--- config.mk ---
export PLATFORM = sky130hd
export DESIGN_NAME = sbus_slave_port
export DESIGN_NICKNAME = d
export VERILOG_FILES = /design/src/rtl/sbus_slave_port.sv
export SDC_FILE = /design/constraint.sdc
export NUM_CORES = 1
export LEC_CHECK = 0
export CORE_ASPECT_RATIO = 1.2
export CORE_MARGIN = 1.5
export CORE_UTILIZATION = 35
export DETAILED_ROUTE_END_ITERATION = 10
export GPL_TIMING_DRIVEN = 1
export PLACE_DENSITY = 0.58
export SLEW_MARGIN = 20
export SYNTH_ARGS = -nofsm -noshare
export SYNTH_HDL_FRONTEND = slang
export SYNTH_SLANG_ARGS = --single-unit
--- constraint.sdc ---
create_clock -name clk -period 3.5 [get_ports clk]
set_input_delay 0.35 -clock clk [delete_from_list [all_inputs] [get_ports clk]]
set_output_delay 0.35 -clock clk [all_outputs]
set_load 0.02 [all_outputs]
--- src/rtl/sbus_slave_port.sv ---
// Serial-bus slave port: deserialises address/write data beats from the master,
// drives a simple synchronous memory and serialises read data back LSB-first.
module sbus_slave_port #(
  parameter int          ADDR_WIDTH  = 12,
  parameter int          DATA_WIDTH  = 8,
  parameter int          LANES       = 1,
  parameter int          MEM_LATENCY = 1,
  parameter int unsigned MEM_DEPTH   = 2**ADDR_WIDTH
) (
  input  logic                  clk,
  input  logic                  rstn,
  input  logic [LANES-1:0]      swdata,
  input  logic                  smode,
  input  logic                  mvalid,
  output logic [LANES-1:0]      srdata,
  output logic                  svalid,
  output logic                  sready,
  output logic                  serr,
  input  logic [DATA_WIDTH-1:0] smemrdata,
  output logic [ADDR_WIDTH-1:0] smemaddr,
  output logic [DATA_WIDTH-1:0] smemwdata,
  output logic                  smemwen,
  output logic                  smemren
);

  localparam int unsigned ABEATS = ADDR_WIDTH / LANES;
  localparam int unsigned DBEATS = DATA_WIDTH / LANES;
  localparam int unsigned MAXC0  = (ABEATS > DBEATS) ? ABEATS : DBEATS;
  localparam int unsigned MAXC   = (MAXC0 > MEM_LATENCY + 1) ? MAXC0 : MEM_LATENCY + 1;
  localparam int          CW     = $clog2(MAXC + 1);
  localparam logic [ADDR_WIDTH:0] DEPTH_LIM = MEM_DEPTH[ADDR_WIDTH:0];

  typedef enum logic [2:0] {IDLE, ADDR, WDATA, MEMW, MEMR, RDATA} state_t;

  state_t                state, state_d;
  logic [CW-1:0]         cnt, cnt_d;
  logic [ADDR_WIDTH-1:0] addr_q, addr_d;
  logic [DATA_WIDTH-1:0] data_q, data_d;
  logic [DATA_WIDTH-1:0] rsh_q, rsh_d;
  logic                  mode_q, mode_d;
  logic                  in_rng;

  logic [LANES-1:0]      srdata_d;
  logic                  svalid_d, serr_d, wen_d, ren_d;
  logic [ADDR_WIDTH-1:0] maddr_d;
  logic [DATA_WIDTH-1:0] mwdata_d;

  assign sready = (state == IDLE);
  assign in_rng = ({1'b0, addr_d} < DEPTH_LIM);

  always_comb begin
    state_d = state;
    cnt_d   = cnt;
    addr_d  = addr_q;
    data_d  = data_q;
    mode_d  = mode_q;
    rsh_d   = rsh_q;
    unique case (state)
      IDLE: begin
        if (mvalid) begin
          addr_d             = '0;
          addr_d[LANES-1:0]  = swdata;
          data_d             = '0;
          mode_d             = smode;
          if (ABEATS == 1) begin
            state_d = smode ? WDATA : MEMR;
            cnt_d   = '0;
          end else begin
            state_d = ADDR;
            cnt_d   = CW'(1);
          end
        end
      end
      ADDR: begin
        if (mvalid) begin
          for (int unsigned k = 0; k < ABEATS; k++)
            if (cnt == CW'(k)) addr_d[k*LANES +: LANES] = swdata;
          if (cnt == CW'(ABEATS - 1)) begin
            state_d = mode_q ? WDATA : MEMR;
            cnt_d   = '0;
          end else begin
            cnt_d = cnt + 1'b1;
          end
        end
      end
      WDATA: begin
        if (mvalid) begin
          for (int unsigned k = 0; k < DBEATS; k++)
            if (cnt == CW'(k)) data_d[k*LANES +: LANES] = swdata;
          if (cnt == CW'(DBEATS - 1)) begin
            state_d = MEMW;
            cnt_d   = '0;
          end else begin
            cnt_d = cnt + 1'b1;
          end
        end
      end
      MEMW: state_d = IDLE;
      MEMR: begin
        // Final MEMR edge: memory data is valid now; out-of-range reads return zero.
        if (cnt == CW'(MEM_LATENCY)) begin
          state_d = RDATA;
          cnt_d   = '0;
          rsh_d   = in_rng ? smemrdata : '0;
        end else begin
          cnt_d = cnt + 1'b1;
        end
      end
      RDATA: begin
        if (cnt == CW'(DBEATS - 1)) begin
          state_d = IDLE;
          cnt_d   = '0;
        end else begin
          cnt_d = cnt + 1'b1;
          rsh_d = rsh_q >> LANES;
        end
      end
      default: state_d = IDLE;
    endcase
  end

  // Outputs are computed from the next state so they are registered yet
  // line up with the state they belong to; memory address/data hold otherwise.
  always_comb begin
    wen_d    = (state_d == MEMW) && in_rng;
    ren_d    = (state_d == MEMR) && in_rng;
    serr_d   = ((state_d == MEMW) || (state_d == RDATA)) && !in_rng;
    svalid_d = (state_d == RDATA);
    srdata_d = svalid_d ? rsh_d[LANES-1:0] : '0;
    maddr_d  = ((state_d == MEMW) || (state_d == MEMR)) ? addr_d : smemaddr;
    mwdata_d = (state_d == MEMW) ? data_d : smemwdata;
  end

  always_ff @(posedge clk or negedge rstn) begin
    if (!rstn) begin
      state     <= IDLE;
      cnt       <= '0;
      addr_q    <= '0;
      data_q    <= '0;
      rsh_q     <= '0;
      mode_q    <= 1'b0;
      srdata    <= '0;
      svalid    <= 1'b0;
      serr      <= 1'b0;
      smemaddr  <= '0;
      smemwdata <= '0;
      smemwen   <= 1'b0;
      smemren   <= 1'b0;
    end else begin
      state     <= state_d;
      cnt       <= cnt_d;
      addr_q    <= addr_d;
      data_q    <= data_d;
      rsh_q     <= rsh_d;
      mode_q    <= mode_d;
      srdata    <= srdata_d;
      svalid    <= svalid_d;
      serr      <= serr_d;
      smemaddr  <= maddr_d;
      smemwdata <= mwdata_d;
      smemwen   <= wen_d;
      smemren   <= ren_d;
    end
  end

endmodule

==> summary.md, run 1 <==
| Metric | Value |
|---|---|
| Outcome | `complete, no violations` |
| Data arrival time of the critical path | `3120 ps` |
| Portion of the clock cycle consumed by the worst path in the final layout | `0.830` |
| Clock root buffer | `sky130_fd_sc_hd__clkbuf_8` |
| Floorplan row count | `35` |
| Internal Dissipation | `0.00141 W` |
| Area of the core | `0.00771 mm²` |
| Top FF cell, synth | `sky130_fd_sc_hd__dfrtp_1` |
| Dominant delay contributor by cell family on the critical path | `compound AO/OA/AOI/OAI gates` |
| Launch point of the worst reg-to-reg path | `cnt[1]$_DFFE_PN0P_` |
| Worst-margin pin slew | `990 ps` |
| GPL Wtd Cong | `0.819` |
| First-pass GRT wire length | `10.0 mm` |
| Post-synthesis net count | `271` |
| Total area of sequential cells | `0.00145 mm²` |
| Endpoint class of the critical path | `flip-flop` |
| Max-Slew Margin vs Limit | `0.340` |
| Port Buf Inserts | `37` |
| Share of the yosys chip area belonging to registers | `0.519` |
| Total of endpoints with negative setup slack in the final report | `0` |
| Cell count after placement | `368` |
| GRT Resource Usage Total | `0.152` |
| WL final | `5.89 mm` |
| Average cell area after synthesis | `11.0 µm²` |
| Max-capacitance violation count | `0` |
| Power Total | `0.00210 W` |
| Clk_lat worst skew | `330 ps` |
| Setup_tns | `0 ps` |
| Most frequent cell after synthesis | `sky130_fd_sc_hd__dfrtp_1` |
| Ranking of synthesized cells by area | `sky130_fd_sc_hd__dfrtp_1 (52%), sky130_fd_sc_hd__mux2_2 (7.2%), sky130_fd_sc_hd__mux2_4 (5.4%), sky130_fd_sc_hd__nand2_1 (5.4%), sky130_fd_sc_hd__nand3_1 (2.9%)` |
| Count of different cell masters after synthesis | `43` |
| Stages on worst setup path | `7` |
| Area of the die | `0.00854 mm²` |
| CP max stage cell | `sky130_fd_sc_hd__a21oi_2` |
| Initial Util | `0.363` |
| CTS sink cnt | `58` |
| Data required time at the worst endpoint | `3710 ps` |
| Pins Over Slew Limit | `0` |
| Sw Share | `0.329` |
| EDFF count, synth | `0` |
| Timing endpoint of the critical path | `smemaddr[11]$_DFFE_PN0P_` |
| Area fraction of the dominant cell type after synthesis | `0.519` |
| Buffering stage count on the worst path with inverters included | `1` |
| Final std cells w/o fill | `385` |
| Clock tree from TritonCTS | `done` |
| Ys Warns | `0` |
| Crit Path Class | `flip-flop to flip-flop` |
| HP Class | `primary input to async pin` |
| Max Fclk | `0.344 GHz` |
| Filler Cell Count | `760` |
| Worst slack on hold paths | `476 ps` |
| FF-to-FF setup slack | `600 ps` |
| Vertical extent of the die | `101 µm` |
| R2R depth | `7` |
| Routed via count divided by cell count | `5.14` |
| Gate Count Post-Synth | `254` |
| Sw power | `0.000691 W` |
| Top post-synthesis cells by count | `sky130_fd_sc_hd__dfrtp_1 (58), sky130_fd_sc_hd__nand2_1 (40), sky130_fd_sc_hd__mux2_2 (18)` |
| DRC violations left | `0` |
| Number of vias after detailed routing | `1980` |
| Highest cell delay on the worst timing path | `800 ps` |
| Startpoint Class | `flip-flop` |
| Setup repair after global routing missed its margin | `no` |
| Number of design-rule violations left by the first detailed-router iteration | `117` |
| Number of global-route vias before repair | `1990` |
| I/O pin count | `39` |
| Ratio of cells with drive above 1 in the final layout | `0.184` |
| Proportion of power drawn by the clock network | `0.311` |
| Total number of H-tree levels | `3` |
| Clock buffers created by TritonCTS | `9` |
| GRT Residual Overflow | `0` |
| Post-detail-place hpwl | `3.96 mm` |
| Worst clock skew on the final layout | `6.90 ps` |
| Synth area leader | `sky130_fd_sc_hd__dfrtp_1` |
| Launching instance or port of the critical path | `cnt[1]$_DFFE_PN0P_` |
| N_diodes | `0` |
| Combined area of the multi-input logic cells | `0.00122 mm²` |
| Area grow syn2layout | `22.6%` |
| Post-DRT Antenna Nets | `0` |
| Maximum number of pins on one net before global-route repair | `45` |
| Final critical path time including I/O delays and setup | `2900 ps` |
| Final net count | `306` |
| Pwr Density | `613 mW/mm²` |
| Buffer depth of the longest clock path | `2` |
| Sequential share of power | `0.436` |
| Drt first pass iters | `4` |
| Worst-path maximum fanout | `12` |
| Area of the mapped netlist | `0.00280 mm²` |
| Combinational Power Share | `0.253` |
| Crit-path cells | `inv_1, ha_1, or3b_1, nor3_4, nor4_2, a21oi_2, mux2_2` |
| Mean routed wirelength per cell | `15.3 µm` |
| CTS clk-pin slew, worst paths | `60 ps` |
| Maximum vdd drop | `269 µV` |
| End of the worst register-to-register path | `smemaddr[11]$_DFFE_PN0P_` |
| Share of synthesized flip-flops with an asynchronous set or reset | `1.00` |
| Final number of hold-violating endpoints | `0` |
| Number of flip-flops and latches in the synthesized netlist | `58` |
| # Post-CTS Setup Buffers | `0` |
| Leak pwr | `1.59 nW` |
| Number of antenna violations at the first check in global routing | `0` |
| Die width | `84.6 µm` |
-- power groups by stage --
stage / logic [W] / clock network (W) / registers, W
6_report: 0.000530 / 0.000653 / 0.000916
5_1_grt: 0.000602 / 0.000698 / 0.000935
4_1_cts: 0.000533 / 0.000672 / 0.000916
3_5_place_dp: 0.000529 / 0 / 0.000924
3_3_place_gp: 0.000525 / 0 / 0.000923
2_1_floorplan: 0.000426 / 0 / 0.000877
-- cells in the final DEF, fill, tap and decap left out, drive strengths merged, types with 2 or more instances in the layout --
cell type,synthesis,layout
clkdlybuf4s50,0,36
a32o,4,4
nand3,16,16
nand2,40,40
mux2,28,28
ha,4,4
a21oi,9,9
nor3,6,6
buf,7,5
a22o,9,9
nand4,7,7
o21ai,8,8
dfrtp,58,58
and3,3,3
nor2b,3,3
clkbuf,11,12
nor2,7,7
a22oi,7,7
o211ai,2,2
bufinv,0,2
inv,7,7
nor4,2,2
nand3b,3,3
or3b,4,4
-- cell type report --
type | count | share of cell area
inverters | 7 | 0.00767
clock buffers | 12 | 0.0394
multi-input cells | 171 | 0.355
well taps | 92 | 0.0336
flip-flops and latches | 58 | 0.424
clock inverters | 3 | 0.0190
repair buffers | 42 | 0.122
-- state kept, by name, indices dropped and copies added (netlist names) --
| register | count |
|---|---|
| svalid | 1 |
| smemaddr | 12 |
| cnt | 4 |
| smemren | 1 |
| state | 3 |
| smemwen | 1 |
| smemwdata | 8 |
| rsh_q | 7 |
| data_q | 7 |
| addr_q | 12 |
| srdata | 1 |
| mode_q | 1 |
-- worst min-delay path by stage --
stage                         start                       end  slack, ps  cells past startpoint
2_1_floorplan                  rstn       addr_q[0]$_DFF_PN0_         50                      0
3_3_place_gp   rsh_q[3]$_DFFE_PN0P_      rsh_q[3]$_DFFE_PN0P_        460                      2
3_5_place_dp   rsh_q[3]$_DFFE_PN0P_      rsh_q[3]$_DFFE_PN0P_        470                      2
4_1_cts                        rstn  smemwdata[7]$_DFFE_PN0N_        210                      1
5_1_grt        rsh_q[4]$_DFFE_PN0P_      rsh_q[4]$_DFFE_PN0P_        490                      2
6_report                       rstn   smemaddr[2]$_DFFE_PN0P_        480                      2
-- worst register-to-register path, cell delays in order (launching register included) --
cell	delay [ps]
sky130_fd_sc_hd__dfrtp_1	430
sky130_fd_sc_hd__inv_1	100
sky130_fd_sc_hd__ha_1	260
sky130_fd_sc_hd__or3b_1	520
sky130_fd_sc_hd__nor3_4	190
sky130_fd_sc_hd__nor4_2	80
sky130_fd_sc_hd__a21oi_2	800
sky130_fd_sc_hd__mux2_2	420
-- kinds of logic (layout without fill, tap and decap cells) --
family / after synthesis / count (layout) / share of synthesized area
AND/OR/NAND/NOR: 97 / 97 / 0.184
AO/OA/AOI/OAI: 41 / 41 / 0.105
other: 1 / 1 / 0.00134
adder cells (fa/ha/maj): 4 / 4 / 0.0179
flip-flops: 58 / 58 / 0.519
buffers and inverters: 25 / 64 / 0.0461
multiplexers: 28 / 28 / 0.126
-- per-stage QoR --
stage          area [µm²]   util  setup WS [ps]
5_1_grt              3430  0.445            432
6_report             3430  0.445            596
3_3_place_gp         3200  0.415            564
4_1_cts              3400  0.441            613
2_1_floorplan        2800      -           1130
3_5_place_dp         3200  0.415            554
-- per-layer routing --
layer  vias up  part of all wire  track usage  wire length, µm
li1        975                 -            -                -
met4         0             0.013       0.0670               75
met2        54              0.47        0.241             2750
met1       944              0.48        0.195             2810
met5         -                 0            0                0
met3         7             0.044       0.0418              258
-- timing repair --
action | CTS | global route
hold buffers | 0 | 1
resized for setup | 0 | 0
endpoints found under the hold margin | 0 | 15
Note: power is estimated with default switching activity, not from simulation.
==> inputs of run 2 (changes only) <==
==> constraint.sdc (replaced) <==
create_clock -name clk -period 3 [get_ports clk]
set_input_delay 0.3 -clock clk [delete_from_list [all_inputs] [get_ports clk]]
set_output_delay 0.3 -clock clk [all_outputs]
set_load 0.02 [all_outputs]
==> run 2 against run 1 <==
Compared with the run above:
- highest routed layer unchanged
- clock skew grew 5.6 ps
- critical path depth is the same
- sequential power grew 16%
- global-route usage is essentially flat
- hold slack lost 380 ps
- core utilization grew 0.13 points
- via count grew 1.1%
- sequential cell count is the same
- cell area grew 0.29%
==> summary.md, run 2 (synthesis gave the netlist of run 1 again) <==
| Metric | Value |
|---|---|
| Outcome | `complete, no violations` |
| Worst-margin pin slew | `919 ps (-70.9 ps)` |
| N_diodes | `0 (unchanged)` |
| Met1 capacity usage during global routing | `0.194 (-0.00145)` |
| Data arrival time of the critical path | `2700 ps (-420 ps)` |
| Power Total | `0.00248 W (+18%)` |
| Total number of H-tree levels | `3 (unchanged)` |
| Number of antenna violations at the first check in global routing | `0 (unchanged)` |
| Fin util | `0.446 (+0.00130)` |
| Clock buffers created by TritonCTS | `9 (unchanged)` |
| Post-DRT Antenna Nets | `0 (unchanged)` |
| Top Registers | `addr_q: 12 flops, smemaddr: 12 flops, smemwdata: 8 flops` |
| Worst-path maximum fanout | `12 (unchanged)` |
| Setup_tns | `0 ps (unchanged)` |
| Data required time at the worst endpoint | `3220 ps (-490 ps)` |
| Most frequent cells in the layout | `sky130_fd_sc_hd__dfrtp_1 (58), sky130_fd_sc_hd__nand2_1 (40), sky130_fd_sc_hd__clkdlybuf4s50_1 (36), sky130_fd_sc_hd__mux2_2 (18), sky130_fd_sc_hd__nand3_1 (16)` |
| CTS clk-pin slew, worst paths | `70 ps (about the same)` |
| Hold Buf Count CTS | `0 (unchanged)` |
| Port Buf Inserts | `37 (unchanged)` |
| Sw power | `0.000809 W (+17%)` |
| Leak pwr | `1.60 nW (+0.42%)` |
| Internal Dissipation | `0.00167 W (+18%)` |
| CTS sink cnt | `58 (unchanged)` |
| GRT Residual Overflow | `0 (unchanged)` |
| Launch point of the worst reg-to-reg path | `cnt[1]$_DFFE_PN0P_` |
| End of the worst register-to-register path | `smemaddr[9]$_DFFE_PN0P_` |
| Clock tree from TritonCTS | `done` |
| Floorplan row count | `35 (unchanged)` |
| Max-capacitance violation count | `0 (unchanged)` |
| GRT Resource Usage Total | `0.152 (about the same)` |
| Sequential share of power | `0.430 (-0.006)` |
| Pwr Density | `720 mW/mm² (+18%)` |
| R2R depth | `7 (unchanged)` |
| HP Class | `primary input to async pin` |
| Clock root buffer | `sky130_fd_sc_hd__clkbuf_8` |
| Area of the core | `0.00771 mm² (unchanged)` |
| Max-Slew Margin vs Limit | `0.387 (+0.0472)` |
| Filler Cell Count | `753 (-0.92%)` |
| Die width | `84.6 µm (unchanged)` |
| GRT busiest layer | `met2` |
| Startpoint Class | `flip-flop` |
| Number of global-route vias before repair | `2074 (+4.2%)` |
| Final critical path time including I/O delays and setup | `2480 ps (-423 ps)` |
| Crit Path Class | `flip-flop to flip-flop` |
| Ratio of cells with drive above 1 in the final layout | `0.197 (+0.0130)` |
| Vertical extent of the die | `101 µm (unchanged)` |
| Max Fclk | `0.403 GHz (+17%)` |
| Setup repair after global routing missed its margin | `no` |
| Maximum vdd drop | `327 µV (+21%)` |
| Worst clock skew on the final layout | `12.5 ps (+5.55 ps)` |
| Met2 Resource Use GR | `0.243 (+0.00244)` |
| First-pass GRT wire length | `10.2 mm (+1.1%)` |
| I/O pin count | `39 (unchanged)` |
| Post-CTS Resized | `0 (unchanged)` |
| Launching instance or port of the critical path | `cnt[1]$_DFFE_PN0P_` |
| Combinational Power Share | `0.250 (-0.003)` |
| Final net count | `307 (+0.33%)` |
| Proportion of power drawn by the clock network | `0.320 (+0.009)` |
| Maximum number of pins on one net before global-route repair | `41 (-8.9%)` |
| Initial Util | `0.363 (unchanged)` |
| WL final | `5.89 mm (about the same)` |
| Pins Over Slew Limit | `0 (unchanged)` |
| Met3 GRT Util | `0.0303 (-0.0115)` |
| Clk_lat worst skew | `340 ps (about the same)` |
| Endpoint class of the critical path | `flip-flop` |
| Number of vias after detailed routing | `2002 (+1.1%)` |
| Drt first pass iters | `4 (unchanged)` |
| Portion of the clock cycle consumed by the worst path in the final layout | `0.827 (-0.00262)` |
| Total of endpoints with negative setup slack in the final report | `0 (unchanged)` |
| Number of design-rule violations left by the first detailed-router iteration | `114 (-2.6%)` |
| DRC violations left | `0 (unchanged)` |
| Routed via count divided by cell count | `5.19 (+0.85%)` |
| Mean routed wirelength per cell | `15.2 µm (-0.34%)` |
| Area of the die | `0.00854 mm² (unchanged)` |
| Area grow syn2layout | `22.9%` |
| Commonest non-fill, non-tap cell in the layout | `sky130_fd_sc_hd__dfrtp_1` |
| Post-detail-place hpwl | `4.05 mm (+2.3%)` |
| Buffer depth of the longest clock path | `2 (unchanged)` |
| Final number of hold-violating endpoints | `0 (unchanged)` |
| FF-to-FF setup slack | `520 ps (-80 ps)` |
| Sw Share | `0.327 (-0.00190)` |
| GPL Wtd Cong | `0.766 (-6.4%)` |
| # Post-CTS Setup Buffers | `0 (unchanged)` |
-- run 2: cell count changes in the layout (fill, tap and decap cells not counted), sizes merged --
cell,change
clkinvlp,+1
clkbuf,-1
buf,+2
dlygate4sd3,-1
-- run 2: power by group through the flow --
stage	sequential [W]	combinational (W)	clock (W)
6_report	0.00106	0.000618	0.000793
3_5_place_dp	0.00107	0.000625	0
4_1_cts	0.00106	0.000627	0.000812
5_1_grt	0.00109	0.000700	0.000841
3_3_place_gp	0.00108	0.000617	0
2_1_floorplan	0.00102	0.000497	0
-- run 2: final cells by class --
type / instances / area, µm² / area share
Clock buffer: 11 / 141 / 0.0411
Multi-Input combinational cell: 171 / 1220 / 0.354
Inverter: 7 / 26.3 / 0.00764
Timing Repair Buffer: 43 / 410 / 0.119
Sequential cell: 58 / 1450 / 0.422
Tap cell: 92 / 115 / 0.0335
Clock inverter: 4 / 76.3 / 0.0222
-- run 2: how the worst max path moves through the flow --
stage                                     to  slack [ps]  cells after the start
finish               smemaddr[9]$_DFFE_PN0P_         520                      7
global route         smemaddr[9]$_DFFE_PN0P_         340                      7
CTS                  smemaddr[9]$_DFFE_PN0P_         500                      7
detailed placement   smemaddr[6]$_DFFE_PN0P_         360                      7
global placement     smemaddr[2]$_DFFE_PN0P_         410                      7
floorplan           smemaddr[10]$_DFFE_PN0P_         630                      9
-- run 2: worst max-delay path: stages, from the launching register on --
cell                       delay [ps]
sky130_fd_sc_hd__dfrtp_1          420
sky130_fd_sc_hd__ha_1             390
sky130_fd_sc_hd__nand3b_1         190
sky130_fd_sc_hd__and4b_1          380
sky130_fd_sc_hd__nor4_2           370
sky130_fd_sc_hd__a21oi_2           90
sky130_fd_sc_hd__buf_4            220
sky130_fd_sc_hd__mux2_4           310
-- run 2: metrics by stage --
step / area, µm² / hold slack [ps] / setup slack (ps) / std cells
after floorplan: 2800 / 4.41 / 631 / 254
after global placement: 3220 / 459 / 413 / 371
after detailed placement: 3220 / 463 / 363 / 371
after CTS: 3440 / 117 / 497 / 386
after global routing: 3440 / 172 / 345 / 386
final: 3440 / 91.9 / 518 / 386
-- run 2: routing by layer --
metal | wire length, µm | share of wire | up-vias
li1 | - | - | 976
met1 | 2760 | 0.47 | 980
met2 | 2800 | 0.48 | 35
met3 | 189 | 0.032 | 11
met4 | 133 | 0.023 | 0
met5 | 0 | 0 | -
==> inputs of run 3 (changes only) <==
--- a/config.mk
+++ b/config.mk
@@ -10,7 +10,7 @@
 export CORE_UTILIZATION = 35
 export DETAILED_ROUTE_END_ITERATION = 10
 export GPL_TIMING_DRIVEN = 1
-export PLACE_DENSITY = 0.58
+export PLACE_DENSITY = 0.6
 export SLEW_MARGIN = 20
 export SYNTH_ARGS = -nofsm -noshare
 export SYNTH_HDL_FRONTEND = slang
==> constraint.sdc (replaced) <==
create_clock -name clk -period 2.15 [get_ports clk]
set_input_delay 0.215 -clock clk [delete_from_list [all_inputs] [get_ports clk]]
set_output_delay 0.215 -clock clk [all_outputs]
set_load 0.02 [all_outputs]
==> run 3 against run 2 <==
Compared with the run above:
- the flow now finishes with violations (negative setup slack)
- sequential cell count unchanged
- total power up 48%
- count of clock-buffer cells in the layout up 3
- clock skew down 7.4 ps
- hold slack better by 320 ps
- final cell count up 13%
- clock power up 16%
- first-iteration DRC count up 4.4%
- register-to-register slack worse by 570 ps
- critical path type unchanged
- critical endpoint is now smemaddr[8]$_DFFE_PN0P_
==> summary.md, run 3 (synthesis gave the netlist of run 1 again) <==
| Metric | Value |
|---|---|
| Outcome | `finished with violations` |
| Violations in the final reports | `negative setup slack` |
| Area of the die | `0.00854 mm² (unchanged)` |
| Routed via count divided by cell count | `5.20 (+0.21%)` |
| Clock tree from TritonCTS | `done` |
| Total number of H-tree levels | `3 (unchanged)` |
| Proportion of power drawn by the clock network | `0.251 (-0.069)` |
| Pwr Density | `943 mW/mm² (+31%)` |
| Post-DRT Antenna Nets | `0 (unchanged)` |
| Dominant delay contributor by cell family on the critical path | `simple AND/OR/NAND/NOR gates` |
| Worst slack on hold paths | `415 ps (+323 ps)` |
| Final number of hold-violating endpoints | `0 (unchanged)` |
| Fin util | `0.506 (+0.0596)` |
| GRT Residual Overflow | `0 (unchanged)` |
| N_diodes | `0 (unchanged)` |
| Sw Share | `0.335 (+0.00843)` |
| Fin area | `0.00390 mm² (+13%)` |
| Area grow syn2layout | `39.3%` |
| CP max stage cell | `sky130_fd_sc_hd__dfrtp_1` |
| Endpoint class of the critical path | `flip-flop` |
| Crit-path cells | `buf_6, or3b_4, o41a_1, nor2_4, buf_12, a21oi_4, buf_12, mux2_4` |
| Clock buffers created by TritonCTS | `9 (unchanged)` |
| Die width | `84.6 µm (unchanged)` |
| Sequential share of power | `0.388 (-0.042)` |
| Drt first pass iters | `4 (unchanged)` |
| Vertical extent of the die | `101 µm (unchanged)` |
| Cell count after placement | `406 (+9.4%)` |
| HP Class | `primary input to async pin` |
| Portion of the clock cycle consumed by the worst path in the final layout | `1.03 (+0.198)` |
| GPL Wtd Cong | `0.894 (+17%)` |
| Number of design-rule violations left by the first detailed-router iteration | `119 (+4.4%)` |
| Final critical path time including I/O delays and setup | `2200 ps (-277 ps)` |
| Leak pwr | `1.85 nW (+16%)` |
| Highest cell delay on the worst timing path | `390 ps (-30 ps)` |
| Mean routed wirelength per cell | `15.3 µm (+0.57%)` |
| Setup repair after global routing missed its margin | `yes` |
| CTS clk-pin slew, worst paths | `60 ps (about the same)` |
| Ratio of cells with drive above 1 in the final layout | `0.334 (+0.137)` |
| Clk_lat worst skew | `340 ps (about the same)` |
| CTS sink cnt | `58 (unchanged)` |
| Buffer depth of the longest clock path | `2 (unchanged)` |
| Combinational Power Share | `0.361 (+0.111)` |
| Port Buf Inserts | `37 (unchanged)` |
| GRT Resource Usage Total | `0.167 (+0.0151)` |
| Sw power | `0.00123 W (+52%)` |
| Worst clock skew on the final layout | `5.05 ps (-7.40 ps)` |
| Pins Over Slew Limit | `0 (unchanged)` |
| Top Registers | `addr_q: 12 flops, smemaddr: 12 flops, smemwdata: 8 flops` |
| I/O pin count | `39 (unchanged)` |
| Internal Dissipation | `0.00244 W (+47%)` |
| Max-capacitance violation count | `0 (unchanged)` |
| Number of global-route vias before repair | `2216 (+6.8%)` |
| First-pass GRT wire length | `10.9 mm (+7.1%)` |
| Most frequent cells in the layout | `sky130_fd_sc_hd__dfrtp_1 (57), sky130_fd_sc_hd__buf_4 (46), sky130_fd_sc_hd__nand2_1 (40), sky130_fd_sc_hd__clkdlybuf4s50_1 (34), sky130_fd_sc_hd__mux2_2 (17)` |
| Post-detailed-placement cell area | `0.00351 mm² (+8.9%)` |
| Setup_tns | `-372 ps (-372 ps)` |
| Data arrival time of the critical path | `2430 ps (-270 ps)` |
| Number of antenna violations at the first check in global routing | `0 (unchanged)` |
| Worst-margin pin slew | `600 ps (-319 ps)` |
| Commonest non-fill, non-tap cell in the layout | `sky130_fd_sc_hd__dfrtp_1` |
| Total of endpoints with negative setup slack in the final report | `10 (+10)` |
| Max Fclk | `0.454 GHz (+13%)` |
| Floorplan row count | `35 (unchanged)` |
| Max-Slew Margin vs Limit | `0.600 (+0.213)` |
| Post-detail-place hpwl | `4.55 mm (+12%)` |
| Area of the core | `0.00771 mm² (unchanged)` |
| WL final | `6.69 mm (+14%)` |
| Fin worst setup slack | `-54.4 ps (-573 ps)` |
| Final std cells w/o fill | `436 (+13%)` |
| Number of vias after detailed routing | `2266 (+13%)` |
| DRC violations left | `0 (unchanged)` |
| Crit Path Class | `flip-flop to flip-flop` |
| Initial Util | `0.363 (unchanged)` |
| Final net count | `356 (+16%)` |
| Worst-path maximum fanout | `7 (-5)` |
| Buffering stage count on the worst path with inverters included | `3 (+2)` |
| CP most frequent cell | `sky130_fd_sc_hd__buf_12` |
| Maximum vdd drop | `517 µV (+58%)` |
| Maximum number of pins on one net before global-route repair | `35 (-15%)` |
| Startpoint Class | `flip-flop` |
| Data required time at the worst endpoint | `2380 ps (-840 ps)` |
| Clock root buffer | `sky130_fd_sc_hd__clkbuf_8` |
run 3: cell count changes in the layout (fill, tap and decap cells not counted), moves of 3 or more:
cell	delta
sky130_fd_sc_hd__ha_1	-3
sky130_fd_sc_hd__buf_12	+3
sky130_fd_sc_hd__buf_4	+40
sky130_fd_sc_hd__buf_6	+4
run 3: cell type report:
cell class | instances | area (µm²)
Clock buffer | 14 | 173
Sequential cell | 58 | 1450
Tap cell | 92 | 115
Inverter | 7 | 26.3
Fill cell | 708 | 3810
Timing Repair Buffer | 91 | 823
Clock inverter | 2 | 10.0
Multi-Input combinational cell | 172 | 1300
run 3: power groups by stage:
stage | sequential (W) | combinational, W | clock [W]
after floorplan | 0.00143 | 0.000724 | 0
after global placement | 0.00143 | 0.00121 | 0
after detailed placement | 0.00143 | 0.00123 | 0
after CTS | 0.00142 | 0.00131 | 0.000955
after global routing | 0.00145 | 0.00146 | 0.00101
final | 0.00143 | 0.00133 | 0.000922
run 3: layer usage:
metal,global-route usage,vias to the layer above,wire (µm)
li1,-,1083,-
met1,0.210,1123,2910
met2,0.266,50,3370
met3,0.0418,10,281
met4,0.0868,0,115
met5,0,-,0
run 3: what timing repair did:
action / 4_1_cts / 5_1_grt
pin swaps: 5 / 1
setup endpoints to repair: 13 / 19
cloned: 1 / 0
gates resized for setup: 14 / 5
endpoints found under the hold margin: 24 / 0
setup buffers: 6 / 6
hold buffers: 1 / 0
run 3: worst paths after layout:
kind,endpoint,cells after the start,from,slack (ps)
setup / recovery,smemaddr[8]$_DFFE_PN0P_,8,state[2]$_DFF_PN0_,-50
hold reg to reg,rsh_q[2]$_DFFE_PN0P_,2,rsh_q[2]$_DFFE_PN0P_,480
setup reg to reg,smemaddr[8]$_DFFE_PN0P_,8,state[2]$_DFF_PN0_,-50
hold / removal,smemaddr[8]$_DFFE_PN0P_,2,rstn,410
min in group clk,srdata$_DFF_PN0_,2,smemrdata[0],470
max in group asynchronous,rsh_q[1]$_DFFE_PN0P_,3,rstn,1150
run 3: stage by stage:
stage / setup WS [ps] / power [W]
3_5_place_dp: -645 / 0.00267
6_report: -54.4 / 0.00367
2_1_floorplan: -196 / 0.00216
3_3_place_gp: -566 / 0.00264
4_1_cts: -24.6 / 0.00369
5_1_grt: -133 / 0.00392
